===== config.mk =====
export PLATFORM = sky130hd
export DESIGN_NAME = axis_mm2s_desc
export DESIGN_NICKNAME = d
export VERILOG_FILES = /design/src/rtl/axis_dma_pkg.sv /design/src/rtl/axis_skid_fifo.sv /design/src/rtl/axis_mm2s_desc.sv
export SDC_FILE = /design/constraint.sdc
export NUM_CORES = 1
export LEC_CHECK = 0
export CORE_MARGIN = 2
export CORE_UTILIZATION = 45
export CTS_CLUSTER_DIAMETER = 200
export DETAILED_ROUTE_END_ITERATION = 10
export GPL_ROUTABILITY_DRIVEN = 0
export GPL_TIMING_DRIVEN = 0
export HOLD_SLACK_MARGIN = 0.1
export PLACE_DENSITY = 0.82
export SETUP_SLACK_MARGIN = 0.02
export SLEW_MARGIN = 40
export SYNTH_ARGS = -nofsm -noshare
export SYNTH_HDL_FRONTEND = slang
export SYNTH_HIERARCHICAL = 1
export SYNTH_SLANG_ARGS = --single-unit

===== constraint.sdc =====
create_clock -name aclk -period 4.8 [get_ports aclk]
set_input_delay 0.96 -clock aclk [delete_from_list [all_inputs] [get_ports aclk]]
set_output_delay 0.96 -clock aclk [all_outputs]
set_load 0.03 [all_outputs]

===== src/rtl/axis_dma_pkg.sv =====
// Shared types and helpers for the memory-to-stream descriptor engine.
// Holds the FSM state enum, the fixed memory latency and the keep-mask helper.
package axis_dma_pkg;

  // Synchronous-read memory: data returns one cycle after the strobe.
  localparam int MEM_LATENCY = 1;
  localparam int MAX_KEEP    = 128;

  typedef enum logic [1:0] {
    IDLE,
    READ,
    DRAIN
  } state_t;

  // Low `rem` bits set; a zero remainder means the last beat is full.
  function automatic logic [MAX_KEEP-1:0] keep_mask(
    input int rem,
    input int bpb
  );
    logic [MAX_KEEP-1:0] m;
    m = '0;
    for (int i = 0; i < MAX_KEEP; i++)
      m[i] = (rem == 0) ? (i < bpb) : (i < rem);
    return m;
  endfunction

endpackage


===== src/rtl/axis_skid_fifo.sv =====
// Two-entry buffer between the memory read port and the stream output.
// Ports: clk/rst, push + push_data, pop, valid/data head, count occupancy.
module axis_skid_fifo #(
  parameter int WIDTH = 8
) (
  input  logic             clk,
  input  logic             rst,
  input  logic             push,
  input  logic [WIDTH-1:0] push_data,
  input  logic             pop,
  output logic             valid,
  output logic [WIDTH-1:0] data,
  output logic [1:0]       count
);

  logic [WIDTH-1:0] mem [2];
  logic             wr_ptr;
  logic             rd_ptr;

  always_ff @(posedge clk or posedge rst) begin
    if (rst) begin
      mem[0] <= '0;
      mem[1] <= '0;
      wr_ptr <= 1'b0;
      rd_ptr <= 1'b0;
      count  <= '0;
    end else begin
      if (push) begin
        mem[wr_ptr] <= push_data;
        wr_ptr      <= ~wr_ptr;
      end
      if (pop)
        rd_ptr <= ~rd_ptr;
      count <= count + 2'(push) - 2'(pop);
    end
  end

  assign valid = (count != 2'd0);
  assign data  = mem[rd_ptr];

endmodule


===== src/rtl/axis_mm2s_desc.sv =====
// Descriptor-driven memory-to-AXI-Stream reader with byte keep on the tail.
// Ports: s_desc_* descriptor in, mem_* sync-read port, m_* stream, done/busy.
module axis_mm2s_desc
  import axis_dma_pkg::*;
#(
  parameter int BUS_WIDTH  = 64,
  parameter int ADDR_WIDTH = 16,
  parameter int LEN_WIDTH  = 24
) (
  input  logic                    aclk,
  input  logic                    areset,
  input  logic                    s_desc_valid,
  output logic                    s_desc_ready,
  input  logic [ADDR_WIDTH-1:0]   s_desc_addr,
  input  logic [LEN_WIDTH-1:0]    s_desc_len,
  output logic                    mem_en,
  output logic [ADDR_WIDTH-1:0]   mem_addr,
  input  logic [BUS_WIDTH-1:0]    mem_rdata,
  output logic                    m_valid,
  input  logic                    m_ready,
  output logic [BUS_WIDTH-1:0]    m_data,
  output logic [BUS_WIDTH/8-1:0]  m_keep,
  output logic                    m_last,
  output logic                    done,
  output logic                    busy
);

  localparam int BPB = BUS_WIDTH / 8;
  localparam int FW  = BUS_WIDTH + BPB + 1;

  state_t               state;
  logic [LEN_WIDTH-1:0] remain;
  logic [BPB-1:0]       last_keep;
  logic                 rd_vld;
  logic [BPB-1:0]       rd_keep;
  logic                 rd_last;

  logic                 accept;
  logic                 pop;
  logic                 issue;
  logic                 is_last;
  logic [1:0]           cnt;
  logic [2:0]           occ;
  logic [BPB-1:0]       issue_keep;
  logic [LEN_WIDTH-1:0] len_rem;
  logic [LEN_WIDTH-1:0] beats;
  logic [MAX_KEEP-1:0]  mask_full;
  logic [BPB-1:0]       len_keep;
  logic [BUS_WIDTH-1:0] byte_mask;
  logic [FW-1:0]        fifo_in;
  logic [FW-1:0]        fifo_out;

  assign accept  = s_desc_valid & s_desc_ready;
  assign pop     = m_valid & m_ready;
  assign is_last = (remain == LEN_WIDTH'(1));

  // Occupancy after this cycle's pop; counting the pop keeps one
  // beat per cycle flowing with only two buffer slots.
  assign occ   = 3'(cnt) + 3'(rd_vld) - 3'(pop);
  assign issue = (state == READ) && (occ < 3'd2);

  assign mem_en     = issue;
  assign issue_keep = is_last ? last_keep : '1;

  assign len_rem = s_desc_len % LEN_WIDTH'(BPB);
  assign beats   = s_desc_len / LEN_WIDTH'(BPB)
                 + LEN_WIDTH'(len_rem != '0);

  always_comb begin
    mask_full = keep_mask(int'(32'(len_rem)), BPB);
    len_keep  = mask_full[BPB-1:0];
  end

  always_comb begin
    byte_mask = '0;
    for (int i = 0; i < BPB; i++)
      byte_mask[8*i +: 8] = {8{rd_keep[i]}};
  end

  assign fifo_in = {rd_last, rd_keep, mem_rdata & byte_mask};

  axis_skid_fifo #(
    .WIDTH(FW)
  ) u_fifo (
    .clk      (aclk),
    .rst      (areset),
    .push     (rd_vld),
    .push_data(fifo_in),
    .pop      (pop),
    .valid    (m_valid),
    .data     (fifo_out),
    .count    (cnt)
  );

  assign m_last = fifo_out[FW-1];
  assign m_keep = fifo_out[BUS_WIDTH +: BPB];
  assign m_data = fifo_out[BUS_WIDTH-1:0];

  always_ff @(posedge aclk or posedge areset) begin
    if (areset) begin
      state        <= IDLE;
      s_desc_ready <= 1'b0;
      busy         <= 1'b0;
      done         <= 1'b0;
      mem_addr     <= '0;
      remain       <= '0;
      last_keep    <= '0;
      rd_vld       <= 1'b0;
      rd_keep      <= '0;
      rd_last      <= 1'b0;
    end else begin
      done    <= 1'b0;
      rd_vld  <= issue;
      rd_keep <= issue_keep;
      rd_last <= issue & is_last;
      unique case (state)
        IDLE: begin
          s_desc_ready <= 1'b1;
          if (accept) begin
            if (beats == '0) begin
              done <= 1'b1;
            end else begin
              state        <= READ;
              s_desc_ready <= 1'b0;
              busy         <= 1'b1;
              mem_addr     <= s_desc_addr;
              remain       <= beats;
              last_keep    <= len_keep;
            end
          end
        end
        READ: begin
          if (issue) begin
            mem_addr <= mem_addr + ADDR_WIDTH'(1);
            remain   <= remain - LEN_WIDTH'(1);
            if (is_last)
              state <= DRAIN;
          end
        end
        DRAIN: begin
          if (pop && m_last) begin
            state        <= IDLE;
            s_desc_ready <= 1'b1;
            busy         <= 1'b0;
            done         <= 1'b1;
          end
        end
        default: state <= IDLE;
      endcase
    end
  end

endmodule


Word-level counts from Yosys, hierarchy flattened. Cells that the tools add are included. W data, S select, Z words.

Add/subtract/negate cells: 7. $lt $le $gt $ge: 12. Eq/ne operators: 8. Mux-type cells: 40. Bitwise gates (word level): 9. Reduce and logical (&&, ||, !) cells: 15.

Operators by type and width (number): $mux W73 (4); $bwmux W146 (1); $demux W73 S1 (1); $mux W24 (3); $and A64 B64 Y64 (1); $logic_not A24 Y1 (2); $mux W16 (3); $pmux W24 S2 (1); $pmux W16 S2 (1); $eq A24 B1 Y1 const B (1); $reduce_bool A24 Y1 (1); $sub A24 B1 Y24 const B (1); $add A21 B1 Y22 (1); $add A16 B1 Y16 const B (1); $mux W1 (16); $lt A3 B3 Y1 const A (4); $mux W2 (5); $ne A2 B2 Y1 const B (5); $mux W8 (1); $reduce_and A4 Y1 (2); $lt A1 B3 Y1 const A (2); $lt A2 B3 Y1 const A (2); $pmux W1 S2 (3); $pmux W2 S3 (1); other kinds (18) (28).

Flip-flop bits (word level): 213. Input bits: 108. Output and inout port bits: 94.

Depth between registers and ports, before layout.
Depth after elaboration: 7. Depth in mapped cells: 14. Gate-level depth less buffers: 13.

Modules after synthesis. The synthesis kept the hierarchy.

By module, submodules not included: axis_skid_fifo (instances 1, cells each 404, area each 6904.1 um2); axis_mm2s_desc (instances 1, cells each 586, area each 4753.3 um2).

Worst setup path before layout. OpenSTA, ideal clock, no wires.

Kind: input to register. Start: input port m_ready. End: register remain[22]. Arrival time: 3.455 ns. Slack: 1.220 ns. Stages on the path: 13. Buffers on the path: 2. Path through: and2_1 -> ha_1 -> nand2b_1 -> fa_1 -> xnor2_1 -> and2_1 -> nand2_1 -> inv_1 -> or2_2 -> buf_2 -> clkbuf_1 -> a32oi_1 -> o21ai_2.

Longest elaborated chain between the ends: 6.

Ends and longest elaborated chain: start, declared (line axis_mm2s_desc.sv:20) `input logic m_ready,`; $and A1 B1 Y1 (line axis_mm2s_desc.sv:54) `assign pop = m_valid & m_ready;`; $sub A3 B1 Y3 (line axis_mm2s_desc.sv:59) `assign occ = 3'(cnt) + 3'(rd_vld) - 3'(pop);`; $lt A3 B2 Y1 (line axis_mm2s_desc.sv:60) `assign issue = (state == READ) && (occ < 3'd2);`; $logic_and A1 B1 Y1 (line axis_mm2s_desc.sv:60); net mem_en (line axis_mm2s_desc.sv:16) `output logic mem_en,`; $ne A2 B2 Y1 (no source line); $reduce_and A4 Y1 (no source line); end signal, assigned (line axis_mm2s_desc.sv:127) `remain <= beats;`; end signal, assigned (line axis_mm2s_desc.sv:135) `remain <= remain - LEN_WIDTH'(1);`; end, declared (line axis_mm2s_desc.sv:32) `logic [LEN_WIDTH-1:0] remain;`.

The timed path passes the listed nets, and every way through them passes these cells. A chain may end at the register's enable or synchronous reset.

Worst setup path in the final report.
Start: input port m_ready. End: output port mem_en.

Longest elaborated chain between the ends: 4.

Ends and longest elaborated chain: $and A1 B1 Y1 (line axis_mm2s_desc.sv:54); net pop (line axis_mm2s_desc.sv:39) `logic pop;`; $sub A3 B1 Y3 (line axis_mm2s_desc.sv:59); $lt A3 B2 Y1 (line axis_mm2s_desc.sv:60); $logic_and A1 B1 Y1 (line axis_mm2s_desc.sv:60); end, declared (line axis_mm2s_desc.sv:16).

The timed path passes the listed nets, and every way through them passes these cells.

==> impl_metrics.py <==
metrics = {
    "setup_path": {
        "reg2reg_slack_ns": 0.86,
        "reg2reg_depth": 14,
        "worst-setup-path-type": "input port to primary output",
        "timing.rr.start": "u_fifo/count[1]",
        "slowest_stage": "clkdlybuf4s50_1",
        "cp-end-kind": "primary output",
        "cp_common_cell": "and2_1",
        "crit_chain": "clkdlybuf4s50_1, and2_1, ha_1, nand2b_1, fa_1, xnor2_1, and2_1, nand2_1, inv_1, dlygate4sd2_1",
        "timing.rr.end": "mem_addr[1]",
        "worst-endpoint-required_ns": 3.84,
        "cp-start-kind": "input port",
        "critPathMaxFanout": 6,
        "cp.arrival_ns": 3.70,
        "max_stage_delay_ns": 0.45,
    },
    "grt": {
        "grt_pass1_wl_um": 48870,
        "grt.overflow.total": 0,
        "track_usage_pct": 22.51,
        "antenna_found_initial": 1,
        "grt_max_degree": 41,
        "grt_pass1_vias": 9034,
    },
    "layout": {
        "final_util_pct": 59.64,
        "multi_input_area_um2": 5813,
        "fillers": 1995,
        "final_common_cell": "dfrtp_1",
        "fin_cells": 1569,
        "final_net_count": 1337,
        "seqCellArea_um2": 5330,
        "drive_gt1_share_pct": 28.76,
        "area_growth_syn_to_layout_pct": 29.57,
        "fin_area_um2": 15100,
        "layout_common_cells": "dfrtp_1 (213), clkdlybuf4s50_1 (194), mux2_2 (144), mux2_4 (76), and2_1 (69)",
    },
    "sta": {
        "fmax_mhz": 214.7,
        "rsz0062_at_grt": "false",
        "report.final.hold_viol_count": 0,
        "fin_worst_skew_ns": 0.02204,
        "setup_tns_ns": 0,
        "slew_viol_final": 0,
        "setup_viol": 0,
        "holdWs_ns": 0.4411,
        "slew_headroom_pct": 51.68,
        "worst_pin_slew_ns": 0.7182,
        "period_needed_ns": 4.658,
        "fin_crit_sh_pct": 97.03,
        "fin_ws_ns": 0.1425,
    },
    "clock_network": {
        "clockBufferDepth": 3,
        "clkLatencyLatePin_ns": 0.53,
        "cts.clk_slew.worst_paths_ns": 0.06,
        "cts-resized-gates": 1,
        "cts_tree": "built",
        "cts_buffers": 25,
        "cts_hold_buf": 0,
        "postCtsSetupRepairBufs": 0,
        "clock-sinks": 213,
        "ctsHtreeMaxLevel": 1,
        "clockRootBuffer": "clkbuf_16",
    },
    "logic_synthesis": {
        "synth-edff-count": 0,
        "yosysSeqAreaShare_pct": 45.72,
        "synth_seq_cells": 213,
        "synthTopCellsByArea": "dfrtp_1 (46%), mux2_2 (14%), mux2_4 (9.8%), and2_1 (3.7%), a21oi_1 (2.2%)",
        "synth_cells": 990,
        "synth_xor_area_share_pct": 1.578,
        "yosysWarnings": 6,
        "synth-simple-area-share_pct": 13.23,
        "synthDistinctLibCells": 70,
        "synthMuxAreaShare_pct": 23.88,
        "postSynthAreaPerCell_um2": 11.78,
        "async_flop_share_pct": 100.0,
        "synth_compound_area_share_pct": 10.09,
        "syn_area_um2": 11660,
        "synth_fp_nets": 1107,
        "synth_top_family_by_area": "multiplexers",
        "synth_top_area_share_pct": 45.72,
        "synthAdderAreaFrac_pct": 1.030,
        "synthFlopType": "dfrtp_1",
        "yosysTopAreaCell": "dfrtp_1",
    },
    "min_path": {
        "min_path_type": "register to register",
        "hold-path-endpoint": "rd_keep[7]",
        "hp-start": "last_keep[7]",
        "min_path_cells": 2,
    },
    "floorplan": {
        "pin_count": 202,
        "initial_core_util_pct": 46.03,
        "rows": 58,
        "fp.dieH_um": 165.0,
        "die_area_um2": 27210,
        "core_area_um2": 25330,
        "fp.dieW_um": 165.0,
    },
    "power": {
        "p_leak_nw": 6.767,
        "power_density_nw_per_um2": 294.4,
        "p_total_mw": 4.447,
        "irDropWorstVdd_uv": 317.2,
    },
    "route": {
        "vias": 8768,
        "drtIter0Drc": 726,
        "met2WireLength_um": 14870,
        "ant_nets": 0,
        "routed.top_layer": "met4",
        "wirelength_um": 30660,
        "wl_per_cell_um": 19.54,
        "firstDrtPassIters": 6,
        "vias_per_cell": 5.588,
        "drc_errors": 0,
        "drt-met1-wl_um": 12770,
        "wl_met3_um": 2166,
    },
    "place": {
        "portBuffers": 195,
        "place_ws_ns": -0.04445,
        "place_hpwl_um": 21650,
        "post_dp_cell_area_um2": 14220,
        "dp.cells": 1523,
    },
    "outcome": {
        "status": "complete, no violations",
    },
    "flow_run": {
        "cap_viol_max_count": 0,
    },
}
==> per-layer routing <==
metal | global-route usage (%) | vias up
li1 | - | 4040
met1 | 29.39 | 4316
met2 | 38.74 | 349
met3 | 3.817 | 63
met4 | 6.126 | 0
met5 | 0 | -
==> cell usage after synthesis (16+ instances only) <==
library cell / instances
nand4_1: 16
nand2_1: 43
mux2_4: 76
nor2_1: 40
a21oi_1: 51
mux2_2: 144
and2_1: 69
o21ai_0: 31
nand3_1: 29
buf_2: 19
dfrtp_1: 213
a21oi_2: 28
==> kinds of logic after synthesis <==
| logic type | after synthesis |
|---|---|
| xor gates and xnor gates | 21 |
| buffers and inverters | 70 |
| adders and majority gates | 9 |
| muxes | 222 |
| AOI/OAI and AO/OA | 179 |
| DFF | 213 |
| and+or+nand+nor | 276 |
==> how the worst max path moves through the flow <==
stage                  from         end
detailed placement  m_ready      mem_en
global route        m_ready      mem_en
finish              m_ready      mem_en
global placement    m_ready      mem_en
floorplan           m_ready  remain[22]
CTS                 m_ready      mem_en
==> report_power, final <==
group	total (mW)	internal (mW)	switching [mW]	leakage, nW
Combinational	0.604	0.284	0.320	3.44
Sequential	1.82	1.81	0.0132	2.89
Clock	2.02	1.25	0.766	0.436
==> state kept, by name, summed over array words and instances (netlist names) <==
register,cells
busy,1
done,1
last_keep,8
mem_addr,16
rd_keep,8
rd_last,1
rd_vld,1
remain,24
s_desc_ready,1
state,2
u_fifo/count,2
u_fifo/mem,146
u_fifo/rd_ptr,1
u_fifo/wr_ptr,1
==> worst max-delay path: cells and delay by family <==
family | cells | cell delay (ns)
xor gates and xnor gates | 1 | 0.22
adders and majority gates | 2 | 0.69
buffers and inverters | 3 | 1.15
and+or+nand+nor | 4 | 0.69
==> layout make-up <==
| cell class | count | area share, % |
|---|---|---|
| timing repair buffer | 203 | 14.17 |
| tap | 330 | 2.734 |
| antenna | 1 | 0.01657 |
| inverter | 15 | 0.4142 |
| buffer | 55 | 3.073 |
| clock inverter | 10 | 1.093 |
| clock buffer | 35 | 4.722 |
| multi-input combinational | 707 | 38.49 |
| sequential | 213 | 35.29 |
(Power assumes the default switching activity.)
